$ cat config.mk
export PLATFORM = sky130hd
export DESIGN_NAME = spi_minion_core
export DESIGN_NICKNAME = d
export VERILOG_FILES = /design/src/rtl/spi_minion_core.sv
export SDC_FILE = /design/constraint.sdc
export NUM_CORES = 1
export LEC_CHECK = 0
export CORE_MARGIN = 2
export CORE_UTILIZATION = 35
export DETAILED_ROUTE_END_ITERATION = 10
export PLACE_DENSITY = 0.67
export SLEW_MARGIN = 20
export SYNTH_ARGS = -nofsm -noshare
export SYNTH_HDL_FRONTEND = slang
export SYNTH_SLANG_ARGS = --single-unit
$ cat constraint.sdc
create_clock -name clk -period 2.1 [get_ports clk]
set_input_delay 0.21 -clock clk [delete_from_list [all_inputs] [get_ports clk]]
set_output_delay 0.21 -clock clk [all_outputs]
set_load 0.005 [all_outputs]
$ cat src/rtl/spi_minion_core.sv
// SPI mode-0 minion: oversamples the raw pins in the clk domain and shifts one
// nbits frame per chip-select assertion, MSB first on both MOSI and MISO.
module spi_minion_core #(
    parameter int nbits = 8
) (
    input  logic             clk,
    input  logic             reset,
    input  logic             spi_cs,
    input  logic             spi_sclk,
    input  logic             spi_mosi,
    output logic             spi_miso,
    output logic             pull_en,
    input  logic [nbits-1:0] pull_msg,
    output logic             push_en,
    output logic [nbits-1:0] push_msg
);

    localparam int CW = $clog2(nbits + 1);
    localparam logic [CW-1:0] LAST_BIT = CW'(nbits - 1);

    typedef enum logic [1:0] {
        IDLE   = 2'd0,
        ACTIVE = 2'd1,
        DONE   = 2'd2
    } state_t;

    state_t           state_r;
    state_t           state_nxt_s;
    logic             cs_meta_r, cs_sync_r, cs_prev_r;
    logic             sclk_meta_r, sclk_sync_r, sclk_prev_r;
    logic             mosi_meta_r, mosi_sync_r;
    logic [nbits-1:0] tx_r;
    logic [nbits-1:0] rx_r;
    logic [CW-1:0]    cnt_r;
    logic             push_en_r;
    logic             cs_fall_s, cs_rise_s, sclk_rise_s, sclk_fall_s;
    logic             load_s, shift_in_s, shift_out_s, push_set_s;

    // Two-flop synchronizers plus a history flop on cs and sclk for edge detection
    always_ff @(posedge clk or negedge reset) begin
        if (!reset) begin
            cs_meta_r   <= 1'b1;
            cs_sync_r   <= 1'b1;
            cs_prev_r   <= 1'b1;
            sclk_meta_r <= 1'b0;
            sclk_sync_r <= 1'b0;
            sclk_prev_r <= 1'b0;
            mosi_meta_r <= 1'b0;
            mosi_sync_r <= 1'b0;
        end else begin
            cs_meta_r   <= spi_cs;
            cs_sync_r   <= cs_meta_r;
            cs_prev_r   <= cs_sync_r;
            sclk_meta_r <= spi_sclk;
            sclk_sync_r <= sclk_meta_r;
            sclk_prev_r <= sclk_sync_r;
            mosi_meta_r <= spi_mosi;
            mosi_sync_r <= mosi_meta_r;
        end
    end

    assign cs_fall_s   =  cs_prev_r   & ~cs_sync_r;
    assign cs_rise_s   = ~cs_prev_r   &  cs_sync_r;
    assign sclk_rise_s = ~sclk_prev_r &  sclk_sync_r;
    assign sclk_fall_s =  sclk_prev_r & ~sclk_sync_r;

    // Frame state register
    always_ff @(posedge clk or negedge reset) begin
        if (!reset) begin
            state_r <= IDLE;
        end else begin
            state_r <= state_nxt_s;
        end
    end

    // Next-state and datapath control; cs_rise outranks any sclk edge
    always_comb begin
        state_nxt_s = state_r;
        load_s      = 1'b0;
        shift_in_s  = 1'b0;
        shift_out_s = 1'b0;
        push_set_s  = 1'b0;
        case (state_r)
            IDLE: begin
                if (cs_fall_s) begin
                    state_nxt_s = ACTIVE;
                    load_s      = 1'b1;
                end else begin
                    state_nxt_s = IDLE;
                end
            end
            ACTIVE: begin
                if (cs_rise_s) begin
                    state_nxt_s = IDLE;
                end else if (sclk_rise_s) begin
                    shift_in_s = 1'b1;
                    if (cnt_r == LAST_BIT) begin
                        state_nxt_s = DONE;
                        push_set_s  = 1'b1;
                    end else begin
                        state_nxt_s = ACTIVE;
                    end
                end else if (sclk_fall_s) begin
                    shift_out_s = 1'b1;
                end else begin
                    state_nxt_s = ACTIVE;
                end
            end
            DONE: begin
                if (cs_rise_s) begin
                    state_nxt_s = IDLE;
                end else begin
                    state_nxt_s = DONE;
                end
            end
            default: begin
                state_nxt_s = IDLE;
            end
        endcase
    end

    // Shift registers, bit counter and the registered push strobe
    always_ff @(posedge clk or negedge reset) begin
        if (!reset) begin
            tx_r      <= '0;
            rx_r      <= '0;
            cnt_r     <= '0;
            push_en_r <= 1'b0;
        end else begin
            push_en_r <= push_set_s;
            if (load_s) begin
                tx_r  <= pull_msg;
                rx_r  <= '0;
                cnt_r <= '0;
            end else begin
                if (shift_in_s) begin
                    rx_r  <= {rx_r[nbits-2:0], mosi_sync_r};
                    cnt_r <= cnt_r + CW'(1);
                end
                if (shift_out_s) begin
                    tx_r <= {tx_r[nbits-2:0], 1'b0};
                end
            end
        end
    end

    assign pull_en  = load_s;
    assign push_en  = push_en_r;
    assign push_msg = rx_r;
    assign spi_miso = (state_r != IDLE) ? tx_r[nbits-1] : 1'b0;

endmodule
# --- Word level (Yosys, flattened, before mapping) ---
# Cells that the tools add are included.
op_classes:
  n_eq_ne: 4
  n_mux: 27
  bitwise_logic: 8
  add_sub_neg: 1
  reduce_logical: 4
op_table:
  columns: ["op", "count"]
  rows:
  - ["8-bit two-way mux", 4]
  - ["1-bit two-way mux", 15]
  - ["2-bit two-way mux", 5]
  - ["4-bit two-way mux", 2]
  - ["2-bit case mux with 3 select lines", 1]
  - ["2-bit nonzero test", 3]
  - ["4-bit by 1-bit adder with 4-bit output, second input constant", 1]
  - ["1-bit AND", 4]
  - ["4-bit by 3-bit equality test with 1-bit output, second input constant", 1]
  - ["4-bit != test, second input constant", 1]
  - ["1-bit inverter", 4]
  - ["2-bit by 1-bit equality test with 1-bit output, second input constant", 1]
  - ["2-bit equality test, second input constant", 1]
  - ["2-bit zero test", 1]
word_totals:
  out_inout_bits: 11
  elab_cells: 57
  inputBits: 13
  regBits: 31

# --- Logic depth before layout (Yosys ltp) ---
# Gate-level depths: netlist of the first run.
logic_depth:
  word_depth: 8
  depth_mapped: 5
  ltp_nobuf: 4

# --- Worst setup path before layout of the first run ---
# No wires, ideal clock.
synth_timing:
  kind: "register to register"
  startpoint: "register cs_prev_r"
  endpoint: "register rx_r[0], in the netlist push_msg[0]"
  slack_ps: 515
  setup_time_ps: 125
  t_required_ps: 1975
  stages_incl_launch_ff: 6
  arrival_time_ps: 1460
  path_cell_list: "dfstp_2 > or4b_4 > clkinv_2 > buf_6 > nor2_1 > mux2_2"
synth_lines:
  columns: ["item", "line", "source"]
  rows:
  - ["start, declared", "29", "logic cs_meta_r, cs_sync_r, cs_prev_r;"]
  - ["start signal, assigned", "53", "cs_prev_r <= cs_sync_r;"]
  - ["1-bit AND (*)", "62", "assign cs_fall_s = cs_prev_r & ~cs_sync_r;"]
  - ["1-bit two-way mux (*)", "85", "if (cs_fall_s) begin"]
  - ["1-bit two-way mux (*)", "83", "case (state_r)"]
  - ["net pull_en", "12", "output logic pull_en,"]
  - ["8-bit two-way mux / 2-bit nonzero test (equally long branches)", null, null]
  - ["end signal, assigned", "137", "rx_r <= {rx_r[nbits-2:0], mosi_sync_r};"]
  - ["end, declared", "33", "logic [nbits-1:0] rx_r;"]
# Mark *: on every way through the listed nets, which the timed path passes. The rest lies on a longest branch.
# A chain may end at the register's enable or synchronous reset.

# --- Worst setup path after layout of the first run ---
layout_timing:
  startpoint: "register cs_prev_r"
  endpoint: "register tx_r[4]"
layout_between:
  elab_chain_len: 5
layout_rtl:
  columns: ["item", "line", "source"]
  rows:
  - ["1-bit inverter", "63", "assign cs_rise_s = ~cs_prev_r & cs_sync_r;"]
  - ["1-bit AND", "63", null]
  - ["1-bit two-way mux", "93", "if (cs_rise_s) begin"]
  - ["1-bit two-way mux", "83", null]
  - ["2-bit nonzero test (no line)", null, null]
  - ["end signal, assigned", "132", "tx_r <= pull_msg;"]
  - ["end signal, assigned", "141", "tx_r <= {tx_r[nbits-2:0], 1'b0};"]
  - ["end, declared", "32", "logic [nbits-1:0] tx_r;"]
# Parallel ways exist; a longest one is shown, timed or not.

==> reports/metrics.cfg, run 1 <==
[sta]
relSlewSlack = 0.653
final.min_clock_period_ps = 1830
tns_ps = 0
period_share = 0.870
drv_slew = 0
tightest_slew_ps = 520
rsz0062_at_grt = false
hold_viol = 0
fin_skew_ps = 3.77
timing.fmax_mhz = 548
finalHoldWorstSlack_ps = 312
setup_viol = 0

[placement]
hpwl_um = 1760
dp.cells = 181
port_buffers = 23
gp_congestion = 0.764

[die]
die-height_um = 64.8
die_x_um = 64.8
die-area_um2 = 4200
fp-row-count = 22
design.core.area_um2 = 3610
initial_core_util = 0.358
pin_count = 24

[clock_tree]
postCtsSetupBuffers = 0
htreeDepth = 2
tritoncts = built
clock_path_buffers = 2
clock-sinks = 31
cts_made_buffers = 5
cts.clk_slew.worst_paths_ps = 60
clock_latency_ps = 290
clock-root-buffer = clkbuf_8

[power]
combPwrFrac = 0.132
power_frac_clock = 0.339
seqPwrFrac = 0.529
p_total_mw = 1.33
intPower_mw = 0.993
powerDensity_nw_per_um2 = 800
p_sw_frac = 0.256
p_sw_mw = 0.341
ir_worst_vdd_v = 0.000359
p_leak_nw = 0.794

[min_path]
min_path_type = input port to async pin

[global_route]
grt_pass1_vias = 959
antenna_found_initial = 0
grt_pass1_wl_um = 4200
grt_usage = 0.138
grt_max_degree = 32
globalRouteOverflowTotal = 0

[drt]
drc_errors = 0
finalWirelength_um = 2530
postRouteAntennaNets = 0
wire_per_inst_um = 13.4
drt_iter0_markers = 54
vias = 934
vias_per_cell = 4.94
drtPass1Iterations = 4

[setup_path]
path_buf_inv = 2
endpoint = tx_r[4]
cpLargestDelayFamily = flip-flops
r2r_slack_ps = 270
slowest_stage = dfstp_2
crit_required_ps = 2270
cp.depth = 5
criticalPathCategory = flop to flop
endpoint_kind = flop
regToRegStartpoint = cs_prev_r
cp_cell_sequence = or4b_4 -> clkinv_2 -> buf_4 -> a31oi_1 -> a221o_1
startpoint = cs_prev_r
critPathMaxFanout = 13
critPathArrivalTime_ps = 2000
worst_r2r_path_depth = 5
r2r_end = tx_r[4]
max_stage_delay_ps = 540
start_kind = flop

[layout]
n_antenna_cell = 0
drive_gt1_frac = 0.135
area_growth_pct = 29.0
nets = 154
stdcell_count = 189
fillers = 328

[yosys]
ys_seq_area_frac = 0.603
synth.top_cell.area_share = 0.542
synth_seq_cells = 31
yosys_warnings = 0
synth_area_leaders = dfrtp_1 (54%), mux2i_1 (6.2%), dfstp_2 (6.1%)
syn_area_um2 = 1290
syn_nets = 125
synth_cell_types = 28
avgSynthCellArea_um2 = 11.6
netlist_instances = 111
synth_area_leader_cell = dfrtp_1

[run]
maxCapViolations = 0

[outcome]
status = finished, final reports clean

-- power by group through the flow --
stage / clock [mW] / sequential [mW] / combinational, mW
after global placement: 0 / 0.714 / 0.172
after detailed placement: 0 / 0.716 / 0.179
after floorplan: 0 / 0.704 / 0.103
after global routing: 0.491 / 0.714 / 0.198
after CTS: 0.461 / 0.707 / 0.179
final: 0.452 / 0.706 / 0.176
-- layout by cell type, fill, tap and decap left out, types with 3 or more instances in the layout --
cell type | netlist | final
clkbuf_8 | 0 | 5
clkdlybuf4s50_1 | 0 | 22
nor2_1 | 6 | 6
and2_1 | 5 | 5
inv_1 | 6 | 6
a221o_1 | 5 | 5
dfstp_2 | 3 | 3
mux2i_1 | 8 | 8
nand4_1 | 5 | 5
dfrtp_1 | 28 | 28
nor2b_1 | 4 | 4
mux2_2 | 4 | 4
buf_4 | 0 | 4
nand2_1 | 15 | 15
-- registers in the layout, indices dropped and copies added (netlist names) --
signal,cells
mosi_sync_r,1
state_r,2
cnt_r,4
sclk_prev_r,1
cs_prev_r,1
push_en,1
cs_sync_r,1
push_msg,8
mosi_meta_r,1
sclk_meta_r,1
sclk_sync_r,1
cs_meta_r,1
tx_r,8
-- logic make-up (layout without fill, tap and decap cells) --
group,after synthesis,count (layout),share of synthesized area
muxes,12,12,0.0968
AOI/OAI and AO/OA,12,12,0.0726
and+or+nand+nor,43,43,0.174
DFF,31,31,0.603
buffers and inverters,12,42,0.0436
adders and majority gates,1,1,0.00968
-- per-stage QoR --
step           setup WS [ps]  area [µm²]   util
5_1_grt                  206        1670  0.463
2_1_floorplan            515        1290      -
3_3_place_gp             334        1580  0.439
3_5_place_dp             285        1580  0.439
6_report                 274        1670  0.463
4_1_cts                 19.0        1670  0.462
-- layer usage --
layer	part of all wire	vias up	wire length (µm)	global-route usage
met4	0.038	0	96	0.112
met5	0	-	0	0
met3	0.069	8	175	0.0521
met2	0.45	30	1140	0.205
li1	-	439	-	-
met1	0.44	457	1110	0.158
-- synthesized netlist by cell type, drive strengths merged --
cell type,instances
buf,2
inv,6
dfrtp,28
and2,5
mux2,4
nand2b,2
and3,2
a21oi,2
ha,1
clkinv,1
nor4,1
nand2,15
and4,1
dfstp,3
nor2,6
a221o,5
o21ai,1
nand3,1
o21a,1
a31oi,1
or4b,1
clkbuf,3
o211ai,2
mux2i,8
nand4,5
nor2b,4
-- worst min path at each step --
| stage | to | slack [ps] | depth (start not counted) |
|---|---|---|---|
| floorplan | cnt_r[0] | -90 | 0 |
| global placement | mosi_sync_r | 330 | 0 |
| detailed placement | sclk_sync_r | 330 | 0 |
| CTS | state_r[1] | 320 | 2 |
| global route | cs_meta_r | 330 | 1 |
| finish | state_r[1] | 310 | 2 |
-- cell type report --
cell class	instances	area (µm²)	share of cell area
multi-input cells	68	457	0.274
clock buffers	7	76.3	0.0458
flip-flops and latches	31	779	0.467
repair buffers	27	263	0.158
well taps	48	60.1	0.0360
clock inverters	1	5.00	0.00300
inverters	7	27.5	0.0165
-- timing repair --
action                     CTS  global route
hold buffers                 0             0
resized for setup            0             1
setup endpoints to repair    0             1
(Power assumes the default switching activity.)
==> run 2, diff against run 1 <==
Settings changed: CELL_PAD_IN_SITES_DETAIL_PLACEMENT from default to 0, CELL_PAD_IN_SITES_GLOBAL_PLACEMENT from default to 1, PLACE_DENSITY 0.67 to 0.79, SLEW_MARGIN 20 to default.
==> run 2 against run 1 <==
Compared with the run above:
- combinational power is 3% higher
- sequential cell count did not move
- first-iteration DRC count increased by 19%
- critical path type is now flop to primary output
- highest routed layer unchanged
- power fell by 1.5%
==> reports/metrics.cfg, run 2 (synthesis results as in run 1) <==
[clock_tree]
clock-root-buffer = clkbuf_8
tritoncts = built
cts.clk_slew.worst_paths_ps = 60
clock_latency_ps = 270
hold_buffers = 0
clock_path_buffers = 2
clock-sinks = 31
cts_made_buffers = 5
htreeDepth = 2

[layout]
layout_commonest_cell = dfrtp_1
mostFrequentLayoutCells = dfrtp_1 (28), clkdlybuf4s50_1 (23), nand2_1 (15), mux2i_1 (8)
drive_gt1_frac = 0.147
multi_input_area_um2 = 457
fillers = 352
n_antenna_cell = 0
fin_area_um2 = 1680
nets = 156
ff_latch_area_um2 = 779
utilization = 0.467
area_growth_pct = 30.3

[setup_path]
worst_r2r_path_depth = 6
crit_required_ps = 1890
slowest_stage = dfstp_2
r2r_slack_ps = 190
criticalPathCategory = flop to primary output
regToRegStartpoint = cs_prev_r
critPathMaxFanout = 4
endpoint_kind = primary output
r2r_end = tx_r[7]
critPathArrivalTime_ps = 1840
max_stage_delay_ps = 540
cp_cell_sequence = or4b_4 -> clkinv_4 -> clkdlybuf4s50_1
start_kind = flop

[sta]
setup_viol = 0
period_share = 0.976
hold_viol = 0
rsz0062_at_grt = false
fin_skew_ps = 6.00
tns_ps = 0
tightest_slew_ps = 469
setup_slack_ps = 49.6
relSlewSlack = 0.687
timing.fmax_mhz = 488
drv_slew = 0
final.min_clock_period_ps = 2050

[drt]
drc_errors = 0
vias = 896
drt_iter0_markers = 64
finalWirelength_um = 2390
postRouteAntennaNets = 0
wire_per_inst_um = 12.5
vias_per_cell = 4.69
drtPass1Iterations = 4

[global_route]
grt_max_degree = 32
grt_usage = 0.133
grt_pass1_vias = 974
antenna_found_initial = 0
grt_pass1_wl_um = 4270
globalRouteOverflowTotal = 0

[placement]
hpwl_um = 1740
placed_area_um2 = 1590
pre_cts_slack_ps = 255
port_buffers = 23
gp_congestion = 0.800

[power]
powerDensity_nw_per_um2 = 780
ir_worst_vdd_v = 0.000383
intPower_mw = 0.997
seqPwrFrac = 0.537
p_total_mw = 1.31
power_frac_clock = 0.325
combPwrFrac = 0.137
p_leak_nw = 0.788
p_sw_mw = 0.317
p_sw_frac = 0.241

[run]
maxCapViolations = 0

[die]
initial_core_util = 0.358
design.core.area_um2 = 3610
die_x_um = 64.8
die-area_um2 = 4200
pin_count = 24
fp-row-count = 22
die-height_um = 64.8

[outcome]
status = finished, final reports clean

[min_path]
min_path_type = input port to async pin

[run 2: changes by cell type in the layout (fill, tap and decap cells not counted), sizes merged]
cell           previous run  this run
buf                       4         6
clkdlybuf4s50            22        23
dlymetal6s2s              1         0
[run 2: critical path, delay by kind of cell (launching register included)]
| kind | cells | cell delay (ps) |
|---|---|---|
| buf+inv | 2 | 550 |
| flops | 1 | 540 |
| simple gates | 1 | 480 |
[run 2: stage by stage]
stage	hold slack [ps]	instances
2_1_floorplan	-85.6	111
3_3_place_gp	335	182
3_5_place_dp	336	182
4_1_cts	327	191
5_1_grt	332	191
6_report	321	191
[run 2: how the worst max path moves through the flow]
stage | startpoint | to | slack, ps | cells past startpoint
after global routing | cs_prev_r | pull_en | 2 | 3
after detailed placement | cs_prev_r | pull_en | 250 | 3
after CTS | cs_prev_r | pull_en | 30 | 3
final | cs_prev_r | pull_en | 50 | 3
after global placement | cs_prev_r | pull_en | 270 | 3
after floorplan | cs_prev_r | push_msg[0] | 520 | 5
[run 2: power groups by stage]
stage	Combinational [mW]	Clock (mW)	Sequential, mW
final	0.181	0.427	0.706
after global placement	0.176	0	0.714
after CTS	0.185	0.452	0.706
after floorplan	0.103	0	0.704
after detailed placement	0.181	0	0.717
after global routing	0.207	0.480	0.716
[run 2: final cells by class]
type / count / share of cell area
sequential: 31 / 0.463
multi-input combinational: 68 / 0.271
timing repair buffer: 29 / 0.163
clock buffer: 7 / 0.0453
tap: 48 / 0.0357
inverter: 7 / 0.0186
clock inverter: 1 / 0.00297
[run 2: timing repair]
| action | 4_1_cts | 5_1_grt |
|---|---|---|
| hold endpoints to repair | 0 | 0 |
| buffers inserted | 1 | 0 |
| setup endpoints to repair | 1 | 0 |
| resized for setup | 1 | 0 |
[run 2: per-layer routing]
| layer | part of all wire | wire, µm | vias up | global-route usage |
|---|---|---|---|---|
| met5 | 0 | 0 | - | 0 |
| met4 | 0.015 | 36 | 0 | 0.0479 |
| met3 | 0.045 | 107 | 5 | 0.0434 |
| met2 | 0.48 | 1140 | 19 | 0.220 |
| met1 | 0.46 | 1110 | 427 | 0.162 |
| li1 | - | - | 445 | - |
==> RTL edit 1, RTL diff (settings of run 2) <==
Compare `cnt_r` against `LAST_BIT` with >= in place of ==.
--- a/src/rtl/spi_minion_core.sv
+++ b/src/rtl/spi_minion_core.sv
@@ -94,7 +94,7 @@
                     state_nxt_s = IDLE;
                 end else if (sclk_rise_s) begin
                     shift_in_s = 1'b1;
-                    if (cnt_r == LAST_BIT) begin
+                    if (cnt_r >= LAST_BIT) begin
                         state_nxt_s = DONE;
                         push_set_s  = 1'b1;
                     end else begin
Function: no difference found for any inputs over 10 cycles, from zero or initial values and one cycle with reset low; that may be too few to reach the edited logic, so the function may still have changed.
==> RTL edit 1 against run 2 <==
Setup slack gained 0.23 ns. Sequential cell count is the same. Final area grew 2.0%. Combinational power grew 3%. Wire length grew 11%. Power grew 6.6%. Synthesized area grew 2.5%. Critical endpoint unchanged. Largest cell class unchanged. Highest routed layer unchanged.
==> RTL edit 1: results (changes against run 2) <==
| Metric | Value |
|---|---|
| Gp weighted congestion | `0.789 (-1.4%)` |
| Placed inst area | `0.00162 sq mm (+1.7%)` |
| Power Total | `1.40 mW (+6.6%)` |
| Synth cell types | `30 (+7.1%)` |
| Clock Skews | `0.00412 ns (-0.00188 ns)` |
| GR met1 Demand/Resource | `19.0% (+2.8 points)` |
| CP top delay family | `flip-flops` |
| Seq cells | `31 (unchanged)` |
| Fillers | `330 (-6.3%)` |
| Final HPWL DP | `1820 um (+4.7%)` |
| Clock-cell share of area | `5.83% (+1.0 points)` |
| Mean Syn Cell Area | `11.8 sq um (+1.6%)` |
| Nets@finish | `155 (-0.64%)` |
| Met3 Track Usage GR | `5.14% (+0.80 points)` |
| Drt wl/cell | `14.0 um (+12%)` |
| Vias/cell | `4.91 (+4.6%)` |
| Post-Syn Instances | `112 (+0.90%)` |
| Sequential share of the synthesized area | `58.8% (-1.5 points)` |
| Worst VDD drop | `501 uV (+31%)` |
| Worst path arrival time | `1.61 ns (-0.23 ns)` |
| Max-slew headroom | `72.5% (+3.8 points)` |
| Ranking of synthesized cells by area | `dfrtp_1, mux2i_1, dfstp_2` |
| Pleak | `0.831 nW (+5.4%)` |
| Status | `finished clean` |
| Clock Power | `0.510 mW (+19%)` |
| Mux cell area share after synthesis | `10.6% (+0.90 points)` |
| Most frequent cells after synthesis | `dfrtp_1, nand2_1, mux2i_1` |
==> RTL edit 1: worst paths after layout <==
path	to	cells past startpoint	from	slack, ns
setup / recovery	pull_en	3	cs_prev_r	0.28
hold / removal	push_en	2	reset	0.31
setup reg to reg	tx_r[3]	5	cs_prev_r	0.30
hold reg to reg	sclk_sync_r	0	sclk_meta_r	0.36
max in group asynchronous	cs_prev_r	2	reset	1.46
min in group clk	cs_meta_r	1	spi_cs	0.34
==> RTL edit 1: per-layer routing <==
layer	part of all wire (%)	vias to the layer above
met5	0	-
met3	5.3	11
met2	46	29
li1	-	441
met4	3.5	0
met1	45	451
==> RTL edit 1: repair_timing <==
action | in CTS | in global routing
buffers inserted | 0 | 0
endpoints found under the setup margin | 1 | 0
hold endpoints to repair | 0 | 0
gates resized for setup | 1 | 0
==> RTL edit 1: through the flow <==
stage	setup WS (ns)	hold slack, ns
detailed placement	0.296	0.339
finish	0.282	0.315
global route	0.226	0.332
CTS	0.263	0.323
global placement	0.322	0.335
floorplan	0.497	-0.0856
==> RTL edit 2, RTL diff (config.mk and constraints of run 2) <==
Without the edit above. Set the parameter `nbits` to 16 (it was 8).
--- a/src/rtl/spi_minion_core.sv
+++ b/src/rtl/spi_minion_core.sv
@@ -1,7 +1,7 @@
 // SPI mode-0 minion: oversamples the raw pins in the clk domain and shifts one
 // nbits frame per chip-select assertion, MSB first on both MOSI and MISO.
 module spi_minion_core #(
-    parameter int nbits = 8
+    parameter int nbits = 16
 ) (
     input  logic             clk,
     input  logic             reset,
Interface: changed (resized pull_msg and push_msg); port bits go from 24 to 40. The function was not compared with the original's and may differ.
==> RTL edit 2 against run 2 <==
Synthesized area rose by 61%. Final area is 59% higher. Non-clock buffer count rose by 21. Register-to-register slack worse by 0.03 ns. Power is 46% higher. Wire length up 72%. Setup slack better by 0.11 ns. Clock skew is 0.0035 ns lower. Sequential cell count grew 17. Critical path type is now reg2reg. Critical endpoint is now push_msg[8]. Highest routed layer unchanged.
==> RTL edit 2: results (changes against run 2) <==
| Metric | Value |
|---|---|
| Total track usage | `13.9% (+0.54 points)` |
| Worst-path maximum fanout | `19 (+15)` |
| Clock Skews | `0.00246 ns (-0.00354 ns)` |
| Worst VDD drop | `368 uV (-3.9%)` |
| Most frequent cells after synthesis | `dfrtp_1, nand2_1, a221o_1, and2_1, mux2i_1` |
| Maximum number of pins on one net before global-route repair | `49 (+53%)` |
| Synth cell types | `31 (+11%)` |
| H-tree levels | `2 (unchanged)` |
| Reg2Reg Depth | `6 (unchanged)` |
| Ranking of synthesized cells by area | `dfrtp_1, a221o_1, mux2i_1` |
| Min-Delay Path Class | `in2reg` |
| Setup slack, reg-to-reg | `0.16 ns (-0.03 ns)` |
| Clk buf depth | `2 (unchanged)` |
| Placed inst area | `0.00257 sq mm (+62%)` |
| Clock transition at path regs | `0.08 ns (+0.02 ns)` |
| Reg2reg end | `push_msg[8]` |
| Fraction of layout cells with a size suffix above 1 | `14.5% (-0.14 points)` |
| DRT Wirelength | `4110 um (+72%)` |
| Fillers | `580 (+65%)` |
| Mapped Nets | `195 (+56%)` |
| DRT iter0 DRCs | `96 (+50%)` |
| Max-slew headroom | `67.1% (-1.5 points)` |
| Final HPWL DP | `2810 um (+61%)` |
| Dpl ws | `0.283 ns (+0.0281 ns)` |
| Gp weighted congestion | `0.698 (-13%)` |
| Worst path arrival time | `2.12 ns (+0.28 ns)` |
| WHS Path Cells | `1` |
| Fin. max-slew vios | `0 (unchanged)` |
| Sequential share of the synthesized area | `58.0% (-2.3 points)` |
| Port buffer count | `39 (+70%)` |
| Vias/cell | `4.80 (+2.3%)` |
| Clock latency at the later pin of the worst-skew pair | `0.29 ns (+0.02 ns)` |
| Status | `finished clean` |
| First-pass GRT wire length | `6800 um (+59%)` |
| Drt first pass iters | `4 (unchanged)` |
| Nets@finish | `242 (+55%)` |
| Pleak | `1.28 nW (+62%)` |
| Vias in the first global route | `1423 (+46%)` |
RTL edit 2: changes by cell type in the layout (fill, tap and decap cells not counted), sizes merged, moves of 4 or more:
| cell | before | now |
|---|---|---|
| buf | 6 | 11 |
| and2 | 5 | 13 |
| mux2 | 4 | 8 |
| a221o | 5 | 13 |
| inv | 6 | 12 |
| dfrtp | 28 | 45 |
| clkdlybuf4s50 | 23 | 37 |
| nand2 | 15 | 19 |
| mux2i | 8 | 13 |
RTL edit 2: timing repair:
action,in CTS,in global routing
resized for setup,1,0
hold endpoints to repair,45,0
hold buffers,1,0
buffers inserted,1,0
setup endpoints to repair,1,0
RTL edit 2: metal layers:
| metal | GRT usage, % | part of all wire (%) |
|---|---|---|
| met1 | 19.2 | 48 |
| met4 | 4.58 | 1.5 |
| met3 | 3.78 | 4.9 |
| met5 | 0 | 0 |
| met2 | 21.1 | 45 |
RTL edit 2: worst max-delay path by stage:
| stage | start | to | slack, ns |
|---|---|---|---|
| finish | cs_prev_r | push_msg[8] | 0.16 |
| global route | cs_prev_r | push_msg[8] | 0.1 |
| CTS | cs_prev_r | push_msg[8] | 0.16 |
| detailed placement | cs_prev_r | pull_en | 0.28 |
| global placement | cs_prev_r | pull_en | 0.28 |
| floorplan | cs_prev_r | tx_r[15] | 0.36 |
RTL edit 2: power by group:
part | total [mW] | switching [mW] | internal (mW)
logic | 0.276 | 0.118 | 0.158
registers | 1.09 | 0.0645 | 1.03
clock network | 0.551 | 0.282 | 0.269
RTL edit 2: through the flow:
step | hold slack [ns] | util, % | total power [mW] | instances
2_1_floorplan | -0.0856 | - | 1.26 | 172
3_3_place_gp | 0.211 | 44.2 | 1.38 | 285
3_5_place_dp | 0.216 | 44.2 | 1.39 | 285
4_1_cts | 0.325 | 46.0 | 1.95 | 295
5_1_grt | 0.340 | 46.0 | 2.03 | 295
6_report | 0.335 | 46.0 | 1.92 | 295
RTL edit 2: cell families (layout without fill, tap and decap cells):
kind of cell / count (synthesis) / in the layout / synth area share (%)
and+or+nand+nor: 58 / 58 / 14.9
buffers and inverters: 23 / 71 / 6.14
adders and majority gates: 2 / 2 / 1.20
AOI/OAI and AO/OA: 20 / 20 / 9.15
muxes: 21 / 21 / 10.6
DFF: 48 / 48 / 58.0
RTL edit 2: layout make-up:
| cell class | count | share of cell area (%) |
|---|---|---|
| sequential | 48 | 45.0 |
| clock buffer | 8 | 3.36 |
| multi-input combinational | 101 | 27.9 |
| timing repair buffer | 50 | 18.0 |
| tap | 75 | 3.50 |
| inverter | 13 | 2.29 |
RTL edit 2: worst max-delay path: stages, from the launching register on:
cell	delay, ns
dfstp_2	0.54
or4b_4	0.51
clkinv_8	0.07
buf_4	0.15
buf_4	0.23
nor2_1	0.06
mux2_2	0.27
